## src/rtl/nextasic_audio_pkg.sv

```systemverilog
// Shared types and widths for the monitor-link audio path.
// Holds the audio word layout and the sample-buffer state encoding.
package nextasic_audio_pkg;

  localparam int AUDIO_WORD_W = 32;
  localparam int AUDIO_CH_W   = 16;

  typedef enum logic [1:0] {
    IDLE  = 2'd0,
    PRIME = 2'd1,
    RUN   = 2'd2,
    DRAIN = 2'd3
  } buf_state_t;

  // Left channel occupies the upper half of the audio word.
  function automatic logic [AUDIO_WORD_W-1:0] pack_word(
    input logic [AUDIO_CH_W-1:0] left,
    input logic [AUDIO_CH_W-1:0] right
  );
    return {left, right};
  endfunction

endpackage

```

## src/rtl/audio_sample_buffer_if.sv

```systemverilog
// Audio word handshake between the monitor-link decoder, the sample buffer and the I2S serializer.
// The buffer is the slave side; whoever drives words in and pulls them out is the master.
interface audio_sample_buffer_if;
  import nextasic_audio_pkg::*;

  logic                    in_valid;
  logic [AUDIO_WORD_W-1:0] in_data;
  logic                    out_valid;
  logic                    out_ready;
  logic [AUDIO_WORD_W-1:0] out_data;

  modport master (
    output in_valid,
    output in_data,
    output out_ready,
    input  out_valid,
    input  out_data
  );

  modport slave (
    input  in_valid,
    input  in_data,
    input  out_ready,
    output out_valid,
    output out_data
  );

endinterface

```

## src/rtl/audio_word_fifo.sv

```systemverilog
// Synchronous show-ahead FIFO with occupancy count and a flush that discards all stored words.
// The caller gates writes against full; a flush keeps only a word written in the same cycle.
module audio_word_fifo #(
  parameter int DEPTH = 16,
  parameter int WIDTH = 32,
  localparam int AW   = $clog2(DEPTH),
  localparam int CW   = AW + 1
) (
  input  logic             clk,
  input  logic             reset,
  input  logic             i_wr_en,
  input  logic [WIDTH-1:0] i_wr_data,
  input  logic             i_rd_en,
  input  logic             i_flush,
  output logic [WIDTH-1:0] o_rd_data,
  output logic             o_full,
  output logic             o_empty,
  output logic [CW-1:0]    o_count
);

  logic [WIDTH-1:0] r_mem [DEPTH];
  logic [AW-1:0]    r_wr_ptr;
  logic [AW-1:0]    r_rd_ptr;
  logic [CW-1:0]    r_count;

  always_ff @(posedge clk) begin
    if (i_wr_en) begin
      r_mem[r_wr_ptr] <= i_wr_data;
    end
  end

  // Flush snaps the read pointer onto the old write pointer, so a same-cycle write survives as the only entry.
  always_ff @(posedge clk) begin
    if (reset) begin
      r_wr_ptr <= '0;
      r_rd_ptr <= '0;
      r_count  <= '0;
    end else begin
      if (i_wr_en) begin
        r_wr_ptr <= r_wr_ptr + AW'(1);
      end
      if (i_flush) begin
        r_rd_ptr <= r_wr_ptr;
        r_count  <= i_wr_en ? CW'(1) : CW'(0);
      end else begin
        if (i_rd_en) begin
          r_rd_ptr <= r_rd_ptr + AW'(1);
        end
        case ({i_wr_en, i_rd_en})
          2'b10:   r_count <= r_count + CW'(1);
          2'b01:   r_count <= r_count - CW'(1);
          default: r_count <= r_count;
        endcase
      end
    end
  end

  assign o_rd_data = r_mem[r_rd_ptr];
  assign o_full    = (r_count == CW'(DEPTH));
  assign o_empty   = (r_count == CW'(0));
  assign o_count   = r_count;

endmodule

```

## src/rtl/audio_sample_buffer.sv

```systemverilog
// Elastic audio word buffer between the monitor-link op decoder and the I2S serializer.
// Prefills before playback, paces host data with spaced audio_req pulses, and latches underrun/overflow.
module audio_sample_buffer
  import nextasic_audio_pkg::*;
#(
  parameter int DEPTH         = 16,
  parameter int REQ_THRESHOLD = 8,
  parameter int REQ_HOLDOFF   = 143
) (
  input  logic                    mon_clk,
  input  logic                    reset,
  audio_sample_buffer_if.slave    bus,
  input  logic                    audio_start,
  output logic                    audio_req,
  output logic [$clog2(DEPTH):0]  level,
  output logic                    underrun,
  output logic                    overflow
);

  localparam int CW = $clog2(DEPTH) + 1;
  localparam int HW = (REQ_HOLDOFF > 1) ? $clog2(REQ_HOLDOFF) : 1;

  buf_state_t              r_state;
  logic                    r_audio_req;
  logic                    r_underrun;
  logic                    r_overflow;
  logic [HW-1:0]           r_holdoff;

  logic                    w_full;
  logic                    w_empty;
  logic [CW-1:0]           w_count;
  logic [AUDIO_WORD_W-1:0] w_head;
  logic                    w_out_en;
  logic                    w_out_valid;
  logic                    w_rd;
  logic                    w_wr;
  logic                    w_flush;
  logic                    w_start_stream;
  logic                    w_req_fire;
  logic                    w_drop;
  logic                    w_starved_pull;

  audio_word_fifo #(
    .DEPTH (DEPTH),
    .WIDTH (AUDIO_WORD_W)
  ) u_fifo (
    .clk       (mon_clk),
    .reset     (reset),
    .i_wr_en   (w_wr),
    .i_wr_data (bus.in_data),
    .i_rd_en   (w_rd),
    .i_flush   (w_flush),
    .o_rd_data (w_head),
    .o_full    (w_full),
    .o_empty   (w_empty),
    .o_count   (w_count)
  );

  assign w_out_en    = (r_state == RUN) || (r_state == DRAIN);
  assign w_out_valid = w_out_en && !w_empty;
  assign w_rd        = bus.out_ready && w_out_valid;

  // A full buffer still accepts a word when the serializer frees a slot in the same cycle.
  assign w_wr           = bus.in_valid && (!w_full || w_rd);
  assign w_drop         = bus.in_valid && w_full && !w_rd;
  assign w_starved_pull = (r_state == RUN) && bus.out_ready && w_empty;

  // Residual words are discarded exactly on the edge that lands the FSM in IDLE.
  assign w_flush = ((r_state == PRIME) && !audio_start) ||
                   ((r_state == DRAIN) && !audio_start && w_empty);

  assign w_start_stream = (r_state == IDLE) && audio_start;
  assign w_req_fire     = ((r_state == PRIME) || (r_state == RUN)) &&
                          (w_count <= CW'(REQ_THRESHOLD)) &&
                          (r_holdoff == '0);

  always_ff @(posedge mon_clk) begin
    if (reset) begin
      r_state     <= IDLE;
      r_audio_req <= 1'b0;
      r_underrun  <= 1'b0;
      r_overflow  <= 1'b0;
      r_holdoff   <= '0;
    end else begin
      r_audio_req <= w_req_fire;
      if (w_req_fire) begin
        r_holdoff <= HW'(REQ_HOLDOFF - 1);
      end else if (r_holdoff != '0) begin
        r_holdoff <= r_holdoff - HW'(1);
      end

      r_overflow <= (w_start_stream ? 1'b0 : r_overflow) | w_drop;
      r_underrun <= (w_start_stream ? 1'b0 : r_underrun) | w_starved_pull;

      case (r_state)
        IDLE: begin
          if (audio_start) begin
            r_state <= PRIME;
          end
        end
        PRIME: begin
          if (!audio_start) begin
            r_state <= IDLE;
          end else if (w_count >= CW'(REQ_THRESHOLD)) begin
            r_state <= RUN;
          end
        end
        RUN: begin
          if (!audio_start) begin
            r_state <= DRAIN;
          end
        end
        DRAIN: begin
          if (audio_start) begin
            r_state <= RUN;
          end else if (w_empty) begin
            r_state <= IDLE;
          end
        end
        default: r_state <= IDLE;
      endcase
    end
  end

  assign bus.out_valid = w_out_valid;
  assign bus.out_data  = w_out_valid ? w_head : '0;
  assign audio_req     = r_audio_req;
  assign level         = w_count;
  assign underrun      = r_underrun;
  assign overflow      = r_overflow;

endmodule
```

## src/flat_wrapper.sv

```systemverilog
// flat-port wrapper written by rule: the top's interface ports become plain ports
module audio_sample_buffer_flat import nextasic_audio_pkg::*;
#(
  parameter int DEPTH         = 16,
  parameter int REQ_THRESHOLD = 8,
  parameter int REQ_HOLDOFF   = 143
)
  (mon_clk, reset, audio_start, audio_req, level, underrun, overflow, bus_in_valid, bus_in_data, bus_out_ready, bus_out_valid, bus_out_data);
  audio_sample_buffer_if bus_i ();
  input  logic mon_clk;
  input  logic reset;
  input  logic audio_start;
  output logic audio_req;
  output logic [$clog2(DEPTH):0] level;
  output logic underrun;
  output logic overflow;
  input wire logic [$bits(bus_i.in_valid)-1:0] bus_in_valid;
  input wire logic [$bits(bus_i.in_data)-1:0] bus_in_data;
  input wire logic [$bits(bus_i.out_ready)-1:0] bus_out_ready;
  output wire logic [$bits(bus_i.out_valid)-1:0] bus_out_valid;
  output wire logic [$bits(bus_i.out_data)-1:0] bus_out_data;
  assign bus_i.in_valid = bus_in_valid;
  assign bus_i.in_data = bus_in_data;
  assign bus_i.out_ready = bus_out_ready;
  assign bus_out_valid = bus_i.out_valid;
  assign bus_out_data = bus_i.out_data;
  audio_sample_buffer #(.DEPTH(DEPTH), .REQ_THRESHOLD(REQ_THRESHOLD), .REQ_HOLDOFF(REQ_HOLDOFF)) u_core (.mon_clk(mon_clk), .reset(reset), .bus(bus_i), .audio_start(audio_start), .audio_req(audio_req), .level(level), .underrun(underrun), .overflow(overflow));
endmodule
```

## config.mk

```make
export PLATFORM = sky130hd
export DESIGN_NAME = audio_sample_buffer_flat
export DESIGN_NICKNAME = d
export VERILOG_FILES = /design/src/rtl/nextasic_audio_pkg.sv /design/src/rtl/audio_sample_buffer_if.sv /design/src/rtl/audio_word_fifo.sv /design/src/rtl/audio_sample_buffer.sv /design/src/flat_wrapper.sv
export SDC_FILE = /design/constraint.sdc
export NUM_CORES = 1
export LEC_CHECK = 0
export ABC_AREA = 1
export ABC_CLOCK_PERIOD_IN_PS = 4200
export BUFFER_PORTS_ARGS = -buffer_cell sky130_fd_sc_hd__clkbuf_2
export CAP_MARGIN = 20
export CORE_ASPECT_RATIO = 0.6
export CORE_MARGIN = 1.5
export CORE_UTILIZATION = 55
export CTS_CLUSTER_SIZE = 28
export DETAILED_ROUTE_END_ITERATION = 6
export HOLD_SLACK_MARGIN = 0.05
export PLACE_DENSITY = 0.83
export RECOVER_POWER = 25
export SETUP_SLACK_MARGIN = 0.05
export SYNTH_ARGS = -nofsm -noshare
export SYNTH_HDL_FRONTEND = slang
export SYNTH_SLANG_ARGS = --single-unit
```

## constraint.sdc

```tcl
create_clock -name mon_clk -period 4.2 [get_ports mon_clk]
set_input_delay 0.21 -clock mon_clk [delete_from_list [all_inputs] [get_ports mon_clk]]
set_output_delay 0.21 -clock mon_clk [all_outputs]
set_load 0.05 [all_outputs]
```

---- Yosys cells after proc, flatten, opt, wreduce, memory -nomap -nowiden ----
Memory sizes are Yosys's and may differ from the RTL's. A register that Yosys moved wholly into a read port is not among the register bits.
Index checks and enable logic that the tools add are counted.
storage, ports and cells
  flip-flop bits (word level) ............. 26
  memory bits (writable) .................. 512
  output and inout bits ................... 41
  input bits .............................. 37
  logic and storage cells ................. 80
  memories kept ........................... 1
cells by class
  bitwise logic cells ..................... 2
  equality and inequality tests ........... 10
  order comparisons ....................... 2
  multiplexer cells ....................... 21
  $add $sub $neg .......................... 5
  reduce and logical (&&, ||, !) cells .... 30
memory list
  name                 depth  width  rd ports  clocked after Yosys merged registers in  wr ports  RTL line               source
  u_core.u_fifo.r_mem  16     32     1         1                                        1         audio_word_fifo.sv:21  logic [WIDTH-1:0] r_mem [DEPTH];
operator list
  cell                                                                                 count
  32-bit two-way mux                                                                   1
  4-bit two-way mux                                                                    4
  8-bit two-way mux                                                                    2
  1-bit logical AND                                                                    13
  2-bit two-way mux                                                                    6
  5-bit case mux with 2 select lines                                                   1
  4-bit by 1-bit adder with 4-bit output, second input constant                        2
  8-bit logical NOT                                                                    1
  2-bit case mux with 4 select lines                                                   1
  8-bit nonzero test                                                                   1
  8-bit by 1-bit subtractor with 8-bit output, second input constant                   1
  2-bit == test, second input constant                                                 3
  5-bit by 1-bit adder with 5-bit output, second input constant                        1
  5-bit == test, second input constant                                                 1
  5-bit by 4-bit greater-or-equal comparator with 1-bit output, second input constant  1
  5-bit by 4-bit <= comparator with 1-bit output, second input constant                1
  5-bit logical NOT                                                                    1
  1-bit two-way mux                                                                    5
  5-bit two-way mux                                                                    1
  5-bit by 1-bit subtractor with 5-bit output, second input constant                   1
  2-bit by 1-bit == test with 1-bit output, second input constant                      2
  1-bit logical NOT                                                                    4
  1-bit logical OR                                                                     4
  2-bit != test, second input constant                                                 2
  other kinds (8)                                                                      10

---- Longest topological paths before layout ----
Gate-level depths: netlist of the first run.
  depth after elaboration ................. 9
  gate-level depth with buffers ........... 12
  gate-level depth less buffers ........... 12

---- By module ----
From an unflattened synthesis of the first run, not the netlist that was laid out.
second synthesis, totals
  cell total of the unflattened synthesis .. 1,688
  area, all modules ....................... 21,700.8 um^2
modules (own cells, without submodules)
  module               area each (um^2)  sequential area each (um^2)  cells each  instances
  audio_word_fifo      20,637.3          15,715.1                     1,503       1
  audio_sample_buffer  1,063.5           260.2                        185         1

---- Least setup slack after synthesis of the first run ----
No wires, ideal clock.
  kind .................................... reg2reg
  from .................................... register u_core.u_fifo.r_count[2], in the netlist u_core.u_fifo.o_count[2]
  to ...................................... memory u_core.u_fifo.r_mem[11][0] (enable)
  data required time ...................... 3,779 ps
  path slack .............................. 845 ps
  period minus slack after synthesis ...... 3,355 ps
  library setup time ...................... 421 ps
  arrival time ............................ 2,934 ps
  path buffers ............................ 0
  cell stages (with the launch flop) ...... 9
  cell sequence ........................... dfxtp_1 > inv_1 > nand3_4 > nand3_4 > nand4_2 > nand2_1 > nor2_1 > inv_1 > nor2_1
between the ends
  word-level cells in the longest chain between the ends .. 8
  elaborated cells between the ends (all ways) .. 10
  those cells by class .................... 1 x eq/ne; 2 x mux; 7 x reduce/logical
RTL lines
  element                                    RTL line                   source
  from (decl)                                audio_word_fifo.sv:24      logic [CW-1:0] r_count;
  from (signal assigned)                     audio_word_fifo.sv:44      r_count <= i_wr_en ? CW'(1) : CW'(0);
  from (signal assigned)                     audio_word_fifo.sv:50      2'b10: r_count <= r_count + CW'(1);
  from (signal assigned)                     audio_word_fifo.sv:51      2'b01: r_count <= r_count - CW'(1);
  5-bit logical NOT                          audio_word_fifo.sv:60      assign o_empty = (r_count == CW'(0));
  1-bit logical NOT                          audio_sample_buffer.sv:60  assign w_out_valid = w_out_en && !w_empty;
  1-bit logical AND                          audio_sample_buffer.sv:60
  1-bit logical AND                          audio_sample_buffer.sv:61  assign w_rd = bus.out_ready && w_out_valid;
  1-bit logical OR *                         audio_sample_buffer.sv:64  assign w_wr = bus.in_valid && (!w_full || w_rd);
  1-bit logical AND *                        audio_sample_buffer.sv:64
  1-bit two-way mux *                        audio_word_fifo.sv:27      if (i_wr_en) begin
  1-bit two-way mux (implied by the code) *  audio_word_fifo.sv:28      r_mem[r_wr_ptr] <= i_wr_data;
  to (decl)                                  audio_word_fifo.sv:21
Mark *: on every way between the ends. The rest lies on a longest branch, timed or not.

---- Worst setup path in the final report of the first run ----
  from .................................... register u_core.r_state[0]
  to ...................................... output bus_out_data[28]
between the ends
  word-level cells in the longest chain between the ends .. 4
  elaborated cells between the ends (all ways) .. 5
  those cells by class .................... 2 x eq/ne; 1 x mux; 2 x reduce/logical
RTL lines
  element                 RTL line                    source
  from (decl)             audio_sample_buffer.sv:23   buf_state_t r_state;
  from (signal assigned)  audio_sample_buffer.sv:79   r_state <= IDLE;
  from (signal assigned)  audio_sample_buffer.sv:98   r_state <= PRIME;
  from (signal assigned)  audio_sample_buffer.sv:103  r_state <= IDLE;
  2-bit == test           audio_sample_buffer.sv:59   assign w_out_en = (r_state == RUN) || (r_state == DRAIN);
  1-bit logical OR *      audio_sample_buffer.sv:59
  1-bit logical AND *     audio_sample_buffer.sv:60
  32-bit two-way mux *    audio_sample_buffer.sv:126  assign bus.out_data = w_out_valid ? w_head : '0;
  to (decl)               flat_wrapper.sv:21          output wire logic [$bits(bus_i.out_data)-1:0] bus_out_data;
Marked as above.

==> results of run 1 <==
-- what timing repair did --
item / in CTS / in global routing
hold buffers: 7 / 0
endpoints found under the setup margin: 0 / 0
endpoints found under the hold margin: 56 / 0
-- cells in the final DEF, fill, tap and decap left out, types with 8 or more instances in the layout --
| cell | netlist | routed |
|---|---|---|
| clkbuf_16 | 0 | 49 |
| o21ai_0 | 199 | 199 |
| nand3_1 | 14 | 14 |
| clkbuf_2 | 0 | 57 |
| mux2i_1 | 128 | 128 |
| o211ai_1 | 34 | 34 |
| edfxtp_1 | 512 | 512 |
| buf_4 | 6 | 24 |
| ha_1 | 12 | 12 |
| nor2_1 | 40 | 24 |
| dfxtp_1 | 30 | 26 |
| a31oi_1 | 34 | 34 |
| clkbuf_1 | 48 | 33 |
| a21oi_1 | 145 | 145 |
| inv_1 | 159 | 158 |
| o21ai_1 | 69 | 69 |
| nor2_4 | 0 | 16 |
| nand2_1 | 172 | 172 |
| buf_12 | 4 | 8 |
-- report_power, final --
| group | leakage [nW] | switching (mW) | total, mW | internal, mW |
|---|---|---|---|---|
| logic | 2.76 | 1.00 | 1.47 | 0.465 |
| clock network | 0.683 | 1.84 | 4.04 | 2.20 |
| registers | 4.87 | 0.0908 | 6.12 | 6.03 |
-- final cells by class --
cell class / instances / area (um2) / share of cell area
Timing Repair Buffer: 117 / 798 / 0.0324
Clock inverter: 15 / 71.3 / 0.00289
Multi-Input combinational cell: 876 / 5190 / 0.211
Clock buffer: 66 / 1330 / 0.0540
Inverter: 163 / 613 / 0.0249
Tap cell: 522 / 653 / 0.0265
Sequential cell: 542 / 16000 / 0.649
-- cells by family after synthesis --
logic type      synth area share
flops                      0.719
xor+xnor                 0.00315
mux                       0.0576
simple gates              0.0445
fa+ha+maj                0.00675
buf+inv                   0.0532
compound gates             0.116
-- flip-flops by register name (all words and copies together) (netlist names), named ones only --
name / cells
u_core.u_fifo.r_mem: 512
u_core.r_holdoff: 8
u_core.u_fifo.o_count: 5
u_core.u_fifo.r_rd_ptr: 4
u_core.u_fifo.r_wr_ptr: 4
u_core.audio_req: 1
u_core.overflow: 1
u_core.r_state: 1
u_core.underrun: 1
-- stage by stage --
step	power [mW]	setup WS (ps)	cells	hold WS, ps
floorplan	7.29	845	1678	309
global placement	7.60	1310	2210	466
detailed placement	7.67	1250	2213	468
CTS	11.7	615	2301	53.6
global route	12.0	464	2301	117
finish	11.6	594	2301	107
-- worst max-delay path by stage --
stage	end	slack [ps]	cells past startpoint
floorplan	u_core.u_fifo.r_mem[11][0]	840	8
global placement	u_core.u_fifo.r_mem[0][14]	1310	9
detailed placement	bus_out_data[10]	1250	8
CTS	bus_out_data[10]	610	8
global route	bus_out_data[10]	460	8
finish	bus_out_data[28]	590	9
-- routing by layer --
| layer | part of all wire | up-vias |
|---|---|---|
| met5 | 0 | - |
| met4 | 0.016 | 0 |
| met3 | 0.088 | 63 |
| met2 | 0.47 | 639 |
| met1 | 0.43 | 6660 |
| li1 | - | 6215 |
==> flow_summary.yaml, run 1 <==
pwr:
  power.density_mw_per_mm2: 472
  ir_worst_vdd_v: 0.000359
  p_leak_nw: 8.31
logic_synthesis:
  netlist_instances: 1678
  synth_most_common_cell: "edfxtp_1"
  netlist_area_mm2: 0.0222
  synth_area_leaders: "edfxtp_1 69%, mux2i_1 5.8%, o21ai_0 4.5%, a21oi_1 3.3%, nand2_1 2.9%"
  synth.avg_cell_area_um2: 13.2
  async_flop_share: 0
  synth-edff-count: 512
  synth.distinct_cells: 36
  yosysSeqAreaShare: 0.719
  synth-main-ff-cell: "edfxtp_1"
  synth_top_cell_by_area: "edfxtp_1"
  yosys.area.top_type_share: 0.692
  yosysWarnings: 0
  synth-seq-cells: 542
  synth_common_cells: "512 x edfxtp_1, 199 x o21ai_0, 172 x nand2_1"
  synth_fp_nets: 1727
critical_path:
  r2r_start: "u_core.r_state[0]"
  slowest_stage: "inv_1"
  critical_path_required_ps: 3990
  crit_chain: "inv_1 -> ha_1 -> or2_2 -> nand2_1 -> inv_1 -> buf_4 -> nand2_1 -> a31oi_1 -> clkbuf_2"
  rrSetupSlack_ps: 1240
  cpPeakStageDelay_ps: 690
  worst-path-buf-inv: 4
  crit_path_start: "u_core.r_state[0]"
  arrival_ps: 3400
  r2r-end: "u_core.u_fifo.r_mem[3][16]"
  critPathMaxFanout: 17
  cp_top_family: "buffers and inverters"
  critPathCaptureType: "output port"
  worst_setup_path_start_kind: "flop"
  timing_worst_setup_path_type: "reg2out"
  rr_worst_depth: 10
timing:
  finalMaxSlewViolations: 0
  tightest_slew_ps: 989
  grt_setup_unrepaired: "no"
  setup_tns_ps: 0
  layout_min_cycle_time_ps: 3610
  relSlewSlack: 0.341
  finalSetupViolations: 0
  skew_ps: 12.6
  fin_crit_sh: 0.859
  hold_viol_final: 0
  max_freq_mhz: 277
cts:
  clk_pin_slew_ps: 60
  clock_latency_ps: 570
  cts_tree: "yes"
  numCtsBuffers: 46
  cts-root-buf: "clkbuf_16"
  post_cts_buffers: 0
  cts-resized-gates: 0
  htree_num_levels: 2
  clockBufferDepth: 3
  cts.sinks: 542
grt:
  grtUsageMet2: 0.374
  grt-ovfl-total: 0
  gr-max-usage-layer: "met2"
  grt_util_all_layers: 0.234
  grt_pass1_wl_um: 76200
  grt_max_degree: 104
  met1_usage: 0.337
  antenna_found_initial: 0
  use_met3: 0.0426
  grt_pass1_vias: 13400
drt:
  routedWlPerCell_um: 21.3
  drc: 2
  wirelength_um: 49000
  drtAntennaViolNets: 0
  vias: 13600
  vias_per_cell: 5.90
  first_pass_iters: 7
  drt_iter0_drc: 1693
cells_and_area:
  num_antenna_cells: 0
  fin_nets: 1795
  fin_area_mm2: 0.0246
  fill_cells: 2823
  fin_util: 0.625
  areaGrowthSynthToFinish_pct: 10.9
  drive_above_1_share: 0.104
run_status:
  status: "complete, but fails checks"
  violations: "design-rule violations"
run:
  maxCapViolations: 0
placement:
  place_area_mm2: 0.0232
  dp_hpwl_um: 28100
  numPortBuffers: 77
  globalplace.congestion: 0.822
die:
  die_h_um: 159
  die_x_um: 263
  start_util: 0.564
  rows: 56
  dieArea_mm2: 0.0417
  ioPinCount: 78
  core_mm2: 0.0394
hold_path:
  hp-start: "bus_in_data[1]"
  hold_end: "u_core.u_fifo.r_mem[11][1]"
  hold_depth: 1
  hold_class: "in2reg"
Note: power is estimated with default switching activity, not from simulation.
==> inputs of run 2 (changes only) <==
--- a/config.mk
+++ b/config.mk
@@ -11,13 +11,14 @@
 export CAP_MARGIN = 20
 export CORE_ASPECT_RATIO = 0.6
 export CORE_MARGIN = 1.5
-export CORE_UTILIZATION = 55
+export CORE_UTILIZATION = 45
 export CTS_CLUSTER_SIZE = 28
 export DETAILED_ROUTE_END_ITERATION = 6
 export HOLD_SLACK_MARGIN = 0.05
-export PLACE_DENSITY = 0.83
+export PLACE_DENSITY = 0.72
 export RECOVER_POWER = 25
 export SETUP_SLACK_MARGIN = 0.05
 export SYNTH_ARGS = -nofsm -noshare
 export SYNTH_HDL_FRONTEND = slang
 export SYNTH_SLANG_ARGS = --single-unit
+export TNS_END_PERCENT = 50
==> run 2 against run 1 <==
Against the previous run: the flow now finishes without violations; final area up 0.91%; final cell count up 5.1%; clock skew rose by 2.4 ps; critical path depth is the same; combinational power is 3% higher; maximum frequency increased by 6.6%; routed wire length rose by 4.2%; critical endpoint is now bus_out_data[22]; largest power group unchanged.
==> flow_summary.yaml, run 2 (synthesized netlist as in run 1, its figures left out) <==
grt:
  antenna_found_initial: 0
  grt_max_degree: 129
  grt_util_all_layers: 0.200
  grt_pass1_wl_um: 77700
  grt_pass1_vias: 12800
  grt-ovfl-total: 0
cells_and_area:
  mostFrequentLayoutCells: "512 x edfxtp_1, 199 x o21ai_0, 172 x nand2_1"
  final_common_cell: "edfxtp_1"
  fill_cells: 4024
  areaGrowthSynthToFinish_pct: 11.9
  drive_above_1_share: 0.106
  regMostFlops: "u_core.u_fifo.r_mem"
  largest_reg_flops: 512
  fin_nets: 1794
  num_antenna_cells: 0
timing:
  hold_viol_final: 0
  setup_tns_ps: 0
  finalMaxSlewViolations: 0
  layout_min_cycle_time_ps: 3380
  skew_ps: 15.0
  fin_crit_sh: 0.806
  holdWs_ps: 76.7
  relSlewSlack: 0.351
  finalSetupViolations: 0
  grt_setup_unrepaired: "no"
  max_freq_mhz: 296
  tightest_slew_ps: 973
placement:
  dp_hpwl_um: 30100
  numPortBuffers: 77
  globalplace.congestion: 0.860
drt:
  drt_iter0_drc: 1377
  first_pass_iters: 6
  drc: 0
  vias: 13400
  wirelength_um: 51100
  vias_per_cell: 5.55
  drtAntennaViolNets: 0
  routedWlPerCell_um: 21.1
cts:
  cts_tree: "yes"
  clockBufferDepth: 3
  cts-root-buf: "clkbuf_16"
  numCtsBuffers: 46
  clk_pin_slew_ps: 60
  clock_latency_ps: 570
  htree_num_levels: 2
  cts.sinks: 542
critical_path:
  critical_path_required_ps: 3990
  worst_setup_path_start_kind: "flop"
  critPathCaptureType: "output port"
  r2r-end: "u_core.u_fifo.r_mem[12][9]"
  critPathMaxFanout: 20
  arrival_ps: 3170
  r2r_start: "u_core.r_state[0]"
  timing_worst_setup_path_type: "reg2out"
  rrSetupSlack_ps: 1290
  rr_worst_depth: 10
die:
  rows: 62
  core_mm2: 0.0483
  ioPinCount: 78
  dieArea_mm2: 0.0508
  die_h_um: 175
  start_util: 0.460
  die_x_um: 290
pwr:
  p_leak_nw: 8.36
  power.density_mw_per_mm2: 474
  ir_worst_vdd_v: 0.000337
run_status:
  status: "finished clean"
hold_path:
  hold_depth: 3
  hold_class: "in2reg"
  hold_end: "u_core.u_fifo.r_wr_ptr[1]"
  hp-start: "bus_in_valid"
run:
  maxCapViolations: 0
run 2: changes by cell type in the layout (fill, tap and decap cells not counted), sizes merged:
cell,change
clkbuf,-6
dlygate4sd3,-5
buf,+4
clkinv,+4
clkinvlp,-1
bufinv,+3
run 2: routing by layer:
layer / track usage / up-vias / part of all wire
met5: 0 / - / 0
li1: - / 6209 / -
met3: 0.0326 / 65 / 0.065
met4: 0.0382 / 0 / 0.015
met2: 0.323 / 467 / 0.47
met1: 0.288 / 6680 / 0.45
run 2: how the worst max path moves through the flow:
| stage | cells past startpoint | endpoint | from | slack (ps) |
|---|---|---|---|---|
| global placement | 9 | u_core.u_fifo.r_mem[3][5] | u_core.r_state[0] | 1300 |
| detailed placement | 9 | u_core.u_fifo.r_mem[1][8] | u_core.r_state[0] | 1250 |
| global route | 9 | bus_out_data[16] | u_core.r_state[0] | 690 |
| floorplan | 8 | u_core.u_fifo.r_mem[11][0] | u_core.u_fifo.o_count[2] | 840 |
| finish | 9 | bus_out_data[22] | u_core.r_state[0] | 820 |
| CTS | 9 | bus_out_data[16] | u_core.r_state[0] | 860 |
run 2: cell type report:
class,instances,area [um2],area share
Tap cell,640,801,0.0322
Sequential cell,542,16000,0.643
Multi-Input combinational cell,876,5190,0.209
Timing Repair Buffer,116,832,0.0335
Clock buffer,60,1280,0.0514
Inverter,163,613,0.0247
Clock inverter,21,168,0.00674
run 2: per-stage QoR:
step                      instances  instance area, um2  total power, mW  utilization  setup slack, ps
final                          2418               24900             11.8        0.515              817
after detailed placement       2328               23300             7.73        0.481             1250
after floorplan                1678               22200             7.29            -              845
after global routing           2418               24900             12.2        0.515              690
after global placement         2328               23300             7.68        0.481             1300
after CTS                      2411               24700             11.8        0.512              865
run 2: where the power goes:
group,leakage (nW),internal [mW],switching (mW)
clock network,0.704,2.32,1.85
logic,2.78,0.472,1.04
registers,4.87,6.03,0.0790
total,8.36,8.82,2.97
run 2: timing repair:
item | in CTS | in global routing
hold buffers | 2 | 0
endpoints found under the hold margin | 2 | 0
buffers inserted | 0 | 0
gates resized for setup | 0 | 0
run 2: worst max-delay path, cell delays in order (launching register included):
cell and delay [ps]:
dfxtp_1 330, inv_1 130, ha_1 230, or2_2 180
nand2_1 60, inv_1 500, buf_4 430, nand2_1 90
a31oi_1 270, clkbuf_2 360
==> inputs of run 3 (changes only) <==
--- a/config.mk
+++ b/config.mk
@@ -5,8 +5,8 @@
 export SDC_FILE = /design/constraint.sdc
 export NUM_CORES = 1
 export LEC_CHECK = 0
-export ABC_AREA = 1
-export ABC_CLOCK_PERIOD_IN_PS = 4200
+export ABC_AREA = 0
+export ABC_CLOCK_PERIOD_IN_PS = 3450
 export BUFFER_PORTS_ARGS = -buffer_cell sky130_fd_sc_hd__clkbuf_2
 export CAP_MARGIN = 20
 export CORE_ASPECT_RATIO = 0.6
==> constraint.sdc (replaced) <==
create_clock -name mon_clk -period 3.45 [get_ports mon_clk]
set_input_delay 0.1725 -clock mon_clk [delete_from_list [all_inputs] [get_ports mon_clk]]
set_output_delay 0.1725 -clock mon_clk [all_outputs]
set_load 0.05 [all_outputs]
==> run 3 against run 2 <==
Against the previous run: utilization up 1.2 points; area after synthesis decreased by 5.4%; final cell count down 27%; largest cell class unchanged; total power rose by 29%; sequential power up 23%; synthesized cell count shrank 43%; sequential share of layout area increased by 1.3 points; sequential cell count did not move; routed wire length is 16% lower; worst hold slack gained 44 ps; register-to-register slack got worse by 710 ps; first-iteration DRC count decreased by 26%.
==> flow_summary.yaml, run 3 <==
timing:
  max_freq_mhz: 317
  fin_crit_sh: 0.914
  fin_ws_ps: 298
  layout_min_cycle_time_ps: 3150
  finalSetupViolations: 0
  hold_viol_final: 0
  grt_setup_unrepaired: "no"
  finalMaxSlewViolations: 0
  skew_ps: 25.2
  relSlewSlack: 0.472
  tightest_slew_ps: 792
critical_path:
  rr_worst_depth: 6
  cpMostUsedCell: "mux4_2"
  arrival_ps: 2980
  endpoint: "bus_out_data[9]"
  cpPeakStageDelay_ps: 610
  r2r_start: "u_core.r_state[0]"
  path_depth: 5
  worst-path-buf-inv: 2
  crit_chain: "buf_12 -> mux4_2 -> mux4_2 -> nor2b_1 -> clkbuf_2"
  worst_setup_path_start_kind: "flop"
  slowest_stage: "mux4_2"
  rrSetupSlack_ps: 580
  cp_top_family: "multiplexers"
  timing_worst_setup_path_type: "reg2out"
  critPathCaptureType: "output port"
  r2r-end: "u_core.u_fifo.r_mem[3][3]"
  critical_path_required_ps: 3280
  critPathMaxFanout: 71
cts:
  htree_num_levels: 2
  cts_tree: "yes"
  clockBufferDepth: 3
  clock_latency_ps: 580
  cts-resized-gates: 0
  cts-root-buf: "clkbuf_16"
  cts.sinks: 542
  numCtsBuffers: 48
  clk_pin_slew_ps: 60
cells_and_area:
  seq_area_mm2: 0.0160
  areaGrowthSynthToFinish_pct: 15.8
  multi_input_area_mm2: 0.00495
  regMostFlops: "u_core.u_fifo.r_mem"
  drive_above_1_share: 0.295
  largest_reg_flops: 512
  mostFrequentLayoutCells: "512 x edfxtp_1, 160 x mux4_2, 54 x clkbuf_2"
  instances_no_fill: 1759
  fin_area_mm2: 0.0244
  final_common_cell: "edfxtp_1"
  fin_util: 0.527
  fin_nets: 1139
  fill_cells: 3574
drt:
  wirelength_um: 42700
  drc: 0
  vias: 9947
  drtAntennaViolNets: 0
  drt_iter0_drc: 1022
  routedWlPerCell_um: 24.3
  vias_per_cell: 5.65
  first_pass_iters: 5
logic_synthesis:
  synth_fp_nets: 1000
  synth-main-ff-cell: "edfxtp_1"
  synth_most_common_cell: "edfxtp_1"
  synth_top_cell_by_area: "edfxtp_1"
  yosys.area.top_type_share: 0.731
  async_flop_share: 0
  yosysSeqAreaShare: 0.759
  synth-seq-cells: 542
  synth.avg_cell_area_um2: 22.1
  yosysWarnings: 0
  netlist_area_mm2: 0.0210
  synth_area_leaders: "edfxtp_1 73%, mux4_2 17%, dfxtp_1 2.9%, nor2b_1 0.98%, ha_1 0.71%"
  synth-edff-count: 512
  synth_common_cells: "512 x edfxtp_1, 160 x mux4_2, 35 x nor2_1"
  netlist_instances: 951
  synth.distinct_cells: 43
grt:
  grt_max_degree: 72
  grt_util_all_layers: 0.183
  grt-ovfl-total: 0
  grt_pass1_wl_um: 64900
  grt_pass1_vias: 10400
  antenna_found_initial: 2
pwr:
  p_clk_frac: 0.346
  p_comb_frac: 0.161
  p_int_mw: 11.5
  p_leak_nw: 7.53
  switching_share: 0.246
  power.density_mw_per_mm2: 624
  switching_power_mw: 3.75
  seq_power_share: 0.493
  total_power_mw: 15.2
  ir_worst_vdd_v: 0.000399
placement:
  globalplace.congestion: 0.780
  dp_cells: 1641
  numPortBuffers: 77
  place_area_mm2: 0.0226
  dp_hpwl_um: 24100
  post-place-ws_ps: 580
hold_path:
  hold_class: "in2reg"
  hold_depth: 2
die:
  dieArea_mm2: 0.0481
  rows: 61
  core_mm2: 0.0463
  die_x_um: 282
  die_h_um: 170
  start_util: 0.455
  ioPinCount: 78
run_status:
  status: "finished clean"
run:
  maxCapViolations: 0
==> run 3: metrics by stage <==
| stage | TNS (ps) | hold WS, ps |
|---|---|---|
| after floorplan | -48240 | 245 |
| after global placement | 0 | 449 |
| after detailed placement | 0 | 457 |
| after CTS | 0 | 56.4 |
| after global routing | 0 | 135 |
| final | 0 | 121 |
==> run 3: how the worst min path moves through the flow <==
stage	endpoint	slack, ps	from
after floorplan	u_core.r_holdoff[7]	240	reset
after global placement	u_core.underrun	450	u_core.underrun
after detailed placement	u_core.overflow	460	u_core.overflow
after CTS	u_core.u_fifo.r_mem[0][6]	60	bus_in_data[6]
after global routing	u_core.u_fifo.r_wr_ptr[1]	140	reset
final	flop	120	reset
==> run 3: logic make-up (layout without fill, tap and decap cells) <==
logic type,Yosys count,count (layout),synth area share
XOR/XNOR,11,11,0.00458
flip-flops,542,542,0.759
other,0,2,0
adder cells (fa/ha/maj),12,12,0.00714
multiplexers,163,163,0.173
AO/OA/AOI/OAI,48,48,0.0159
AND/OR/NAND/NOR,117,117,0.0286
buffers and inverters,58,234,0.0118
==> run 3: layout make-up <==
| cell class | count | share of cell area |
|---|---|---|
| flip-flops and latches | 542 | 0.656 |
| multi-input cells | 351 | 0.203 |
| inverters | 12 | 0.00185 |
| repair buffers | 135 | 0.0442 |
| diodes | 2 | 0.000205 |
| well taps | 630 | 0.0323 |
| clock buffers | 63 | 0.0525 |
| clock inverters | 24 | 0.00996 |
==> run 3: metal layers <==
layer | up-vias | GRT usage | wire, um
met4 | 0 | 0.0428 | 833
li1 | 4266 | - | -
met1 | 5276 | 0.272 | 19300
met3 | 69 | 0.0365 | 2800
met2 | 336 | 0.282 | 19800
met5 | - | 0 | 0
==> run 3: power groups by stage <==
stage	Sequential [mW]	Clock, mW	Combinational (mW)
after CTS	7.50	5.37	2.50
after detailed placement	7.64	0	2.46
after global placement	7.63	0	2.42
after global routing	7.52	5.64	2.65
after floorplan	7.60	0	1.84
final	7.50	5.26	2.45
==> run 3: worst reg2reg max path, stage by stage (launching register included) <==
cell	delay, ps
dfxtp_1	420
ha_1	350
o21ai_2	220
a41oi_2	480
nand2_1	370
nor3_4	250
buf_4	420
==> run 3: repair_timing <==
action | 4_1_cts | 5_1_grt
hold buffers | 29 | 0
setup buffers | 0 | 0
endpoints found under the hold margin | 380 | 0
